**src/rtl/dlx_pkg.sv**
```systemverilog
// Shared definitions for the multicycle DLX core: opcodes, instruction
// field positions, the phase encoding and the immediate-extension helper.
package dlx_pkg;

    localparam logic [5:0] OP_NOP  = 6'b000000;
    localparam logic [5:0] OP_ADDI = 6'b010000;
    localparam logic [5:0] OP_SUBI = 6'b010010;
    localparam logic [5:0] OP_ORI  = 6'b010101;
    localparam logic [5:0] OP_SLLI = 6'b010111;
    localparam logic [5:0] OP_SRAI = 6'b011001;
    localparam logic [5:0] OP_LW   = 6'b000101;
    localparam logic [5:0] OP_SW   = 6'b001010;
    localparam logic [5:0] OP_BEQZ = 6'b100000;
    localparam logic [5:0] OP_JALR = 6'b100011;
    localparam logic [5:0] OP_SEQ  = 6'b110000;

    // Field positions. RT is rd for I-type and rs2 for R-type.
    localparam int OP_MSB  = 31;
    localparam int OP_LSB  = 26;
    localparam int RS1_MSB = 25;
    localparam int RS1_LSB = 21;
    localparam int RT_MSB  = 20;
    localparam int RT_LSB  = 16;
    localparam int RD_MSB  = 15;
    localparam int RD_LSB  = 11;
    localparam int IMM_MSB = 15;

    localparam logic [4:0] LINK_REG = 5'd31;

    typedef enum logic [2:0] {
        PH_IF  = 3'd0,
        PH_ID  = 3'd1,
        PH_EX  = 3'd2,
        PH_MEM = 3'd3,
        PH_WB  = 3'd4
    } phase_t;

    // Arithmetic, memory and branch immediates are signed; logic and
    // shift immediates are zero-extended.
    function automatic logic [31:0] ext_imm(input logic [5:0] op, input logic [15:0] imm16);
        case (op)
            OP_ADDI, OP_SUBI, OP_LW, OP_SW, OP_BEQZ: return {{16{imm16[15]}}, imm16};
            default:                                 return {16'h0000, imm16};
        endcase
    endfunction

endpackage

```
**src/rtl/dlx_regfile.sv**
```systemverilog
// 32 x 32-bit general purpose register file.
// Ports:
//   clock, reset          - clock, async active-low clear of all registers
//   rs1_addr/rs1_data     - asynchronous read port 1
//   rs2_addr/rs2_data     - asynchronous read port 2
//   we, wr_addr, wr_data  - synchronous write port (R0 writes dropped)
//   dbg_regs              - all registers flattened, R0 in bits [31:0]
module dlx_regfile
    import dlx_pkg::*;
(
    input  logic          clock,
    input  logic          reset,
    input  logic [4:0]    rs1_addr,
    input  logic [4:0]    rs2_addr,
    output logic [31:0]   rs1_data,
    output logic [31:0]   rs2_data,
    input  logic          we,
    input  logic [4:0]    wr_addr,
    input  logic [31:0]   wr_data,
    output logic [1023:0] dbg_regs
);

    logic [31:0] rf [32];

    always_ff @(posedge clock or negedge reset) begin
        if (!reset) begin
            for (int i = 0; i < 32; i++) begin
                rf[i] <= '0;
            end
        end else if (we && (wr_addr != 5'd0)) begin
            rf[wr_addr] <= wr_data;
        end
    end

    assign rs1_data = (rs1_addr == 5'd0) ? '0 : rf[rs1_addr];
    assign rs2_data = (rs2_addr == 5'd0) ? '0 : rf[rs2_addr];

    always_comb begin
        dbg_regs = '0;
        for (int i = 0; i < 32; i++) begin
            dbg_regs[32*i +: 32] = rf[i];
        end
    end

endmodule

```
**src/rtl/dlx_multicycle_core.sv**
```systemverilog
// Multicycle DLX integer core: one instruction every five clocks through
// IF/ID/EX/MEM/WB phases, so no forwarding or hazard logic exists.
// Ports:
//   clock, reset        - rising-edge clock, async active-low reset
//   pc, inst_in         - fetch address / instruction from registered ROM
//   mem_addr, mem_en    - data address and write strobe (one MEM cycle)
//   memdata_out/in      - store data / combinational load data
//   regs0..regs31       - live GPR contents
//   branch_en, jump_en, alu_branch, alu_out34, imm - EX/ID debug registers
//   fetchclock          - high during the IF phase
//   reg_add, reg_data, reg_write_en - writeback port
//
// phase  | meaning
// PH_IF  | pc stable, ROM fetching, fetchclock high
// PH_ID  | latch instruction fields, operands and immediate
// PH_EX  | ALU result, branch/jump decision and target registered
// PH_MEM | store strobe or load data capture, writeback prepared
// PH_WB  | register write, pc advanced at end of phase
module dlx_multicycle_core
    import dlx_pkg::*;
#(
    parameter logic [31:0] RESET_PC = 32'h0,
    parameter int unsigned PC_STEP  = 4
)
(
    input  logic        clock,
    input  logic        reset,
    input  logic [31:0] inst_in,
    input  logic [31:0] memdata_in,
    output logic [31:0] pc,
    output logic [31:0] memdata_out,
    output logic [31:0] mem_addr,
    output logic        mem_en,
    output logic [31:0] regs0,  output logic [31:0] regs1,
    output logic [31:0] regs2,  output logic [31:0] regs3,
    output logic [31:0] regs4,  output logic [31:0] regs5,
    output logic [31:0] regs6,  output logic [31:0] regs7,
    output logic [31:0] regs8,  output logic [31:0] regs9,
    output logic [31:0] regs10, output logic [31:0] regs11,
    output logic [31:0] regs12, output logic [31:0] regs13,
    output logic [31:0] regs14, output logic [31:0] regs15,
    output logic [31:0] regs16, output logic [31:0] regs17,
    output logic [31:0] regs18, output logic [31:0] regs19,
    output logic [31:0] regs20, output logic [31:0] regs21,
    output logic [31:0] regs22, output logic [31:0] regs23,
    output logic [31:0] regs24, output logic [31:0] regs25,
    output logic [31:0] regs26, output logic [31:0] regs27,
    output logic [31:0] regs28, output logic [31:0] regs29,
    output logic [31:0] regs30, output logic [31:0] regs31,
    output logic        branch_en,
    output logic [31:0] alu_branch,
    output logic [31:0] alu_out34,
    output logic        jump_en,
    output logic        fetchclock,
    output logic [4:0]  reg_add,
    output logic [31:0] reg_data,
    output logic        reg_write_en,
    output logic [31:0] imm
);

    localparam logic [31:0] STEP     = 32'(PC_STEP);
    localparam logic [31:0] LINK_OFS = 32'(2 * PC_STEP);

    phase_t        phase;
    logic          running;     // first edge after reset release only arms the core
    logic [5:0]    op_r;        // instruction register fields; all-zero decodes as NOP
    logic [4:0]    rt_r;
    logic [4:0]    rd_r;
    logic [31:0]   a_r;
    logic [31:0]   b_r;

    logic [31:0]   rs1_data;
    logic [31:0]   rs2_data;
    logic [1023:0] dbg_regs;

    logic [31:0]   alu_res;
    logic [31:0]   target;
    logic          wb_en;
    logic [4:0]    wb_dst;
    logic [31:0]   wb_val;

    dlx_regfile u_regfile (
        .clock    (clock),
        .reset    (reset),
        .rs1_addr (inst_in[RS1_MSB:RS1_LSB]),
        .rs2_addr (inst_in[RT_MSB:RT_LSB]),
        .rs1_data (rs1_data),
        .rs2_data (rs2_data),
        .we       (reg_write_en),
        .wr_addr  (reg_add),
        .wr_data  (reg_data),
        .dbg_regs (dbg_regs)
    );

    always_comb begin
        alu_res = '0;
        case (op_r)
            OP_ADDI, OP_LW, OP_SW: alu_res = a_r + imm;
            OP_SUBI:               alu_res = a_r - imm;
            OP_ORI:                alu_res = a_r | imm;
            OP_SLLI:               alu_res = a_r << imm[4:0];
            OP_SRAI:               alu_res = $unsigned($signed(a_r) >>> imm[4:0]);
            OP_SEQ:                alu_res = {31'b0, (a_r == b_r)};
            default:               alu_res = '0;
        endcase
    end

    assign target = (op_r == OP_JALR) ? a_r : (pc + STEP + imm);

    always_comb begin
        wb_en  = 1'b0;
        wb_dst = rt_r;
        wb_val = alu_out34;
        case (op_r)
            OP_ADDI, OP_SUBI, OP_ORI, OP_SLLI, OP_SRAI: wb_en = 1'b1;
            OP_LW: begin
                wb_en  = 1'b1;
                wb_val = memdata_in;
            end
            OP_SEQ: begin
                wb_en  = 1'b1;
                wb_dst = rd_r;
            end
            OP_JALR: begin
                wb_en  = 1'b1;
                wb_dst = LINK_REG;
                wb_val = pc + LINK_OFS;
            end
            default: wb_en = 1'b0;
        endcase
    end

    always_ff @(posedge clock or negedge reset) begin
        if (!reset) begin
            phase        <= PH_IF;
            running      <= 1'b0;
            fetchclock   <= 1'b0;
            pc           <= RESET_PC;
            op_r         <= OP_NOP;
            rt_r         <= '0;
            rd_r         <= '0;
            a_r          <= '0;
            b_r          <= '0;
            imm          <= '0;
            alu_out34    <= '0;
            alu_branch   <= '0;
            branch_en    <= 1'b0;
            jump_en      <= 1'b0;
            mem_en       <= 1'b0;
            memdata_out  <= '0;
            reg_write_en <= 1'b0;
            reg_add      <= '0;
            reg_data     <= '0;
        end else if (!running) begin
            running    <= 1'b1;
            fetchclock <= 1'b1;
        end else begin
            case (phase)
                PH_IF: begin
                    fetchclock <= 1'b0;
                    phase      <= PH_ID;
                end
                PH_ID: begin
                    op_r  <= inst_in[OP_MSB:OP_LSB];
                    rt_r  <= inst_in[RT_MSB:RT_LSB];
                    rd_r  <= inst_in[RD_MSB:RD_LSB];
                    a_r   <= rs1_data;
                    b_r   <= rs2_data;
                    imm   <= ext_imm(inst_in[OP_MSB:OP_LSB], inst_in[IMM_MSB:0]);
                    phase <= PH_EX;
                end
                PH_EX: begin
                    alu_out34  <= alu_res;
                    alu_branch <= target;
                    branch_en  <= (op_r == OP_BEQZ) && (a_r == 32'd0);
                    jump_en    <= (op_r == OP_JALR);
                    mem_en     <= (op_r == OP_SW);
                    if (op_r == OP_SW) begin
                        memdata_out <= b_r;
                    end
                    phase <= PH_MEM;
                end
                PH_MEM: begin
                    mem_en       <= 1'b0;
                    reg_write_en <= wb_en;
                    reg_add      <= wb_dst;
                    reg_data     <= wb_val;
                    phase        <= PH_WB;
                end
                PH_WB: begin
                    reg_write_en <= 1'b0;
                    pc           <= (branch_en || jump_en) ? alu_branch : (pc + STEP);
                    fetchclock   <= 1'b1;
                    phase        <= PH_IF;
                end
                default: phase <= PH_IF;
            endcase
        end
    end

    assign mem_addr = alu_out34;

    assign regs0  = dbg_regs[0*32  +: 32];
    assign regs1  = dbg_regs[1*32  +: 32];
    assign regs2  = dbg_regs[2*32  +: 32];
    assign regs3  = dbg_regs[3*32  +: 32];
    assign regs4  = dbg_regs[4*32  +: 32];
    assign regs5  = dbg_regs[5*32  +: 32];
    assign regs6  = dbg_regs[6*32  +: 32];
    assign regs7  = dbg_regs[7*32  +: 32];
    assign regs8  = dbg_regs[8*32  +: 32];
    assign regs9  = dbg_regs[9*32  +: 32];
    assign regs10 = dbg_regs[10*32 +: 32];
    assign regs11 = dbg_regs[11*32 +: 32];
    assign regs12 = dbg_regs[12*32 +: 32];
    assign regs13 = dbg_regs[13*32 +: 32];
    assign regs14 = dbg_regs[14*32 +: 32];
    assign regs15 = dbg_regs[15*32 +: 32];
    assign regs16 = dbg_regs[16*32 +: 32];
    assign regs17 = dbg_regs[17*32 +: 32];
    assign regs18 = dbg_regs[18*32 +: 32];
    assign regs19 = dbg_regs[19*32 +: 32];
    assign regs20 = dbg_regs[20*32 +: 32];
    assign regs21 = dbg_regs[21*32 +: 32];
    assign regs22 = dbg_regs[22*32 +: 32];
    assign regs23 = dbg_regs[23*32 +: 32];
    assign regs24 = dbg_regs[24*32 +: 32];
    assign regs25 = dbg_regs[25*32 +: 32];
    assign regs26 = dbg_regs[26*32 +: 32];
    assign regs27 = dbg_regs[27*32 +: 32];
    assign regs28 = dbg_regs[28*32 +: 32];
    assign regs29 = dbg_regs[29*32 +: 32];
    assign regs30 = dbg_regs[30*32 +: 32];
    assign regs31 = dbg_regs[31*32 +: 32];

endmodule

```
**config.mk**
```make
export PLATFORM = sky130hd
export DESIGN_NAME = dlx_multicycle_core
export DESIGN_NICKNAME = d
export VERILOG_FILES = /design/src/rtl/dlx_pkg.sv /design/src/rtl/dlx_regfile.sv /design/src/rtl/dlx_multicycle_core.sv
export SDC_FILE = /design/constraint.sdc
export NUM_CORES = 2
export LEC_CHECK = 0
export CAP_MARGIN = 0
export CORE_AREA = 2 2 520 522
export CTS_CLUSTER_SIZE = 16
export DETAILED_ROUTE_END_ITERATION = 12
export DIE_AREA = 0 0 522 524
export PLACE_DENSITY = 0.55
export SETUP_SLACK_MARGIN = 0.05
export SLEW_MARGIN = 0
export SYNTH_ARGS = -nofsm -noshare
export SYNTH_HDL_FRONTEND = slang
export SYNTH_SLANG_ARGS = --single-unit
```
**constraint.sdc**
```tcl
create_clock -name clock -period 8.8 [get_ports clock]
set_input_delay 1.76 -clock clock [delete_from_list [all_inputs] [get_ports clock]]
set_output_delay 1.76 -clock clock [all_outputs]
set_load 0.02 [all_outputs]
```
==> results.py <==
metrics = {
    "timing": {
        "timing.max_slew.rel_slack_pct": 3.57,
        "min_period_over_period_pct": 60.6,
        "finalWorstPathRequiredPeriod_ns": 5.33,
        "maxSlewViolCount": 0,
        "finalHoldViolations": 0,
        "worst_clock_skew_ns": 0.103,
        "final-setup-viol-count": 0,
        "setup_repair_after_global_routing_missed_its_margin": "no",
        "achievable-frequency_ghz": 0.188,
        "worst_slew_pin_slew_ns": 1.45,
        "hold_ws_ns": 0.429,
        "finalSetupTns_ns": 0,
    },
    "die": {
        "die-area_um2": 274000,
        "floorplan.core_area_um2": 267000,
        "floorplan.die.width_um": 522,
        "io_pins": 1324,
        "start_util_pct": 28.0,
        "die_height_um": 524,
        "placementRows": 190,
    },
    "power_and_ir_drop": {
        "total_power_mw": 35.6,
        "leakagePower_nw": 41.7,
        "ir_drop_uv": 193,
        "power.density_cell_area_nw_per_um2": 366,
    },
    "synthesis": {
        "syn-cell-area_um2": 74900,
        "syn-instance-count": 6546,
        "synth_area_per_cell_um2": 11.4,
        "synth-edff-count": 0,
        "synthesized_flop_and_latch_total": 1290,
        "synth_seq_area_share_pct": 43.1,
        "yosysWarningCount": 0,
        "share_of_flip_flops_with_an_asynchronous_set_or_reset_pct": 100,
        "synth_cell_types": 72,
        "number_of_nets_produced_by_synthesis": 6681,
        "ys.flop_type": "sky130_fd_sc_hd__dfrtp_1",
    },
    "clock_tree": {
        "clock_insertion_delay_worst_skew_ns": 0.87,
        "cts_made_buffers": 170,
        "ctsLongestPathBuffers": 4,
        "clock_tree.htree_level_count": 4,
        "clkSlewWorstSetupHoldPaths_ns": 0.06,
        "clk_root_buffer_cell": "sky130_fd_sc_hd__clkbuf_16",
        "cts.hold.buffers_added": 0,
        "cts_tree": "yes",
        "clkSinkCount": 1290,
        "post_cts.repair.setup_buffers": 0,
        "ctsResizeCount": 0,
    },
    "placement": {
        "global_placer_s_final_weighted_congestion": 0.962,
        "dp_hpwl_mm": 330,
        "port-buffer-count": 1323,
    },
    "min_path": {
        "hold_path.class": "flop to flop",
    },
    "status": {
        "status": "complete, no violations",
    },
    "routing": {
        "postRouteAntennaNets": 0,
        "route.detailed.drc": 0,
        "route.vias.total": 66200,
        "first_pass_iters": 6,
        "detailed_router_s_first_iteration_violation_count": 7357,
        "routed_wl_per_cell_um": 40.7,
        "post_drt_via_cell_ratio": 5.90,
        "postRouteWirelength_mm": 457,
    },
    "critical_path": {
        "timing.critical_path.required_ns": 9.47,
        "critical_path.startpoint_type": "flop",
        "critical_path.max_fanout": 14,
        "path_delay_family": "compound AO/OA/AOI/OAI gates",
        "timing.critical_path.mode_cell": "sky130_fd_sc_hd__a21oi_1",
        "endpoint_kind": "flop",
        "worstSetupPathType": "flop to flop",
        "worst_ep_arrival_time_ns": 6.00,
        "critical_path.cell_chain": "inv_1 -> ha_1 -> inv_1 -> nor4_1 -> a21oi_1 -> xnor2_1 -> ha_1 -> and4_1 -> and2_1 -> o311ai_1 -> a21oi_1 -> o311ai_0 -> nand2_1 -> a21oi_1 -> xor2_1 -> o21ai_0",
        "cpMaxStageDelayCell": "sky130_fd_sc_hd__nor4_1",
        "max_stage_delay_ns": 1.00,
        "critical_path_buf_inv_count": 2,
    },
    "global_routing": {
        "antenna_found_initial": 31,
        "grt_pass1_wl_mm": 605,
        "globalRouteTotalUtil_pct": 32.4,
        "largest_net_degree_at_the_start_of_global_routing": 173,
        "grt.overflow.total": 0,
        "via_count_of_the_first_global_routing_pass": 64300,
    },
    "finish": {
        "flow.area_growth_from_synthesis_pct": 29.8,
        "filler_cell_count": 26300,
        "final_core_util_pct": 36.3,
        "final_net_count": 7663,
        "drive_gt1_share_pct": 26.6,
    },
    "flow_run": {
        "max_cap_viol_count": 0,
    },
}
## stage by stage
stage | instances | cell area [um2] | worst slack (ns)
floorplan | 6546 | 74900 | 4.32
global placement | 10900 | 91700 | 3.39
detailed placement | 10900 | 91700 | 3.40
CTS | 11200 | 97100 | 3.59
global route | 11200 | 97200 | 3.24
finish | 11200 | 97200 | 3.47
## area by class of cell
cell class	count	area [um2]	share of cell area, %
clock buffer	240	4900	5.04
multi-input combinational	4519	40000	41.2
sequential	1290	32300	33.2
inverter	39	146	0.151
tap	3552	4440	4.57
antenna	15	37.5	0.0386
clock inverter	51	549	0.565
timing repair buffer	1508	14800	15.2
## cells in the mapped netlist, types with 49 or more instances
cell type                  instances  share of area (%)
sky130_fd_sc_hd__dfrtp_1        1290                 43
sky130_fd_sc_hd__mux2_2         1167                 18
sky130_fd_sc_hd__a21oi_1         500                3.3
sky130_fd_sc_hd__clkbuf_1        488                2.4
sky130_fd_sc_hd__mux2i_1         452                6.0
sky130_fd_sc_hd__o21ai_0         408                2.7
sky130_fd_sc_hd__nand2_1         378                1.9
sky130_fd_sc_hd__mux4_2          319                9.6
sky130_fd_sc_hd__nor2_1          278                1.4
sky130_fd_sc_hd__o22ai_1         150                1.3
sky130_fd_sc_hd__o221ai_1        129                1.5
sky130_fd_sc_hd__buf_1           109               0.55
sky130_fd_sc_hd__nor3_1          105               0.70
sky130_fd_sc_hd__xor2_1           72               0.84
sky130_fd_sc_hd__xnor2_1          71               0.83
sky130_fd_sc_hd__ha_1             67                1.1
sky130_fd_sc_hd__buf_2            51               0.34
sky130_fd_sc_hd__nand3_1          51               0.34
sky130_fd_sc_hd__buf_4            49               0.49
## state kept, by name, indices dropped and copies added (netlist names), 32 cells and up
register / flops
pc: 32
a_r: 32
memdata_out: 32
alu_out34: 32
b_r: 32
reg_data: 32
alu_branch: 32
u_regfile.dbg_regs: 1024
## report_power, final
part | internal, mW | switching [mW]
clock network | 4.10 | 2.92
logic | 7.08 | 10.8
registers | 7.76 | 2.85
total | 18.9 | 16.6
## layout by cell type, fill, tap and decap left out, drive strengths merged, types with 24 or more instances in the layout
cell type	Yosys	layout
ha	67	67
clkinv	0	30
nor3	106	106
clkdlybuf4s50	0	1312
o221ai	129	129
a21o	38	38
nand3	51	51
xnor2	71	71
nor2	278	278
inv	39	47
nand2	378	378
a31oi	25	25
o21ai	409	409
o211ai	24	24
mux4	319	319
nand4	31	31
buf	210	194
a21oi	501	501
a221oi	38	38
clkbuf	488	242
mux2i	452	452
o22ai	150	150
xor2	72	72
mux2	1167	1167
nor4	30	30
dfrtp	1290	1290
## worst paths after layout
check	start	end	slack [ns]	cells past startpoint
max reg2reg	imm[1]$_DFFE_PN0P_	alu_out34[25]$_DFFE_PN0P_	3.47	16
max in group asynchronous	reset	u_regfile.dbg_regs[523]$_DFFE_PN0P_	5.71	3
min reg2reg	u_regfile.dbg_regs[21]$_DFFE_PN0P_	u_regfile.dbg_regs[21]$_DFFE_PN0P_	0.43	0
max	imm[1]$_DFFE_PN0P_	alu_out34[25]$_DFFE_PN0P_	3.47	16
min	u_regfile.dbg_regs[21]$_DFFE_PN0P_	u_regfile.dbg_regs[21]$_DFFE_PN0P_	0.43	0
min in group asynchronous	reset	alu_branch[9]$_DFFE_PN0P_	0.88	1
## logic make-up after synthesis
family	synth area share, %
AOI/OAI and AO/OA	11.2
xor gates and xnor gates	1.67
adders and majority gates	1.17
buffers and inverters	4.03
DFF	43.1
muxes	33.2
other	0.00501
and+or+nand+nor	5.70
## layer usage
metal	GRT usage, %	part of all wire, %
met1	39.4	38
met4	19.8	7.4
met2	49.2	44
met3	11.2	10
met5	0	0.011
(Power assumes the default switching activity.)
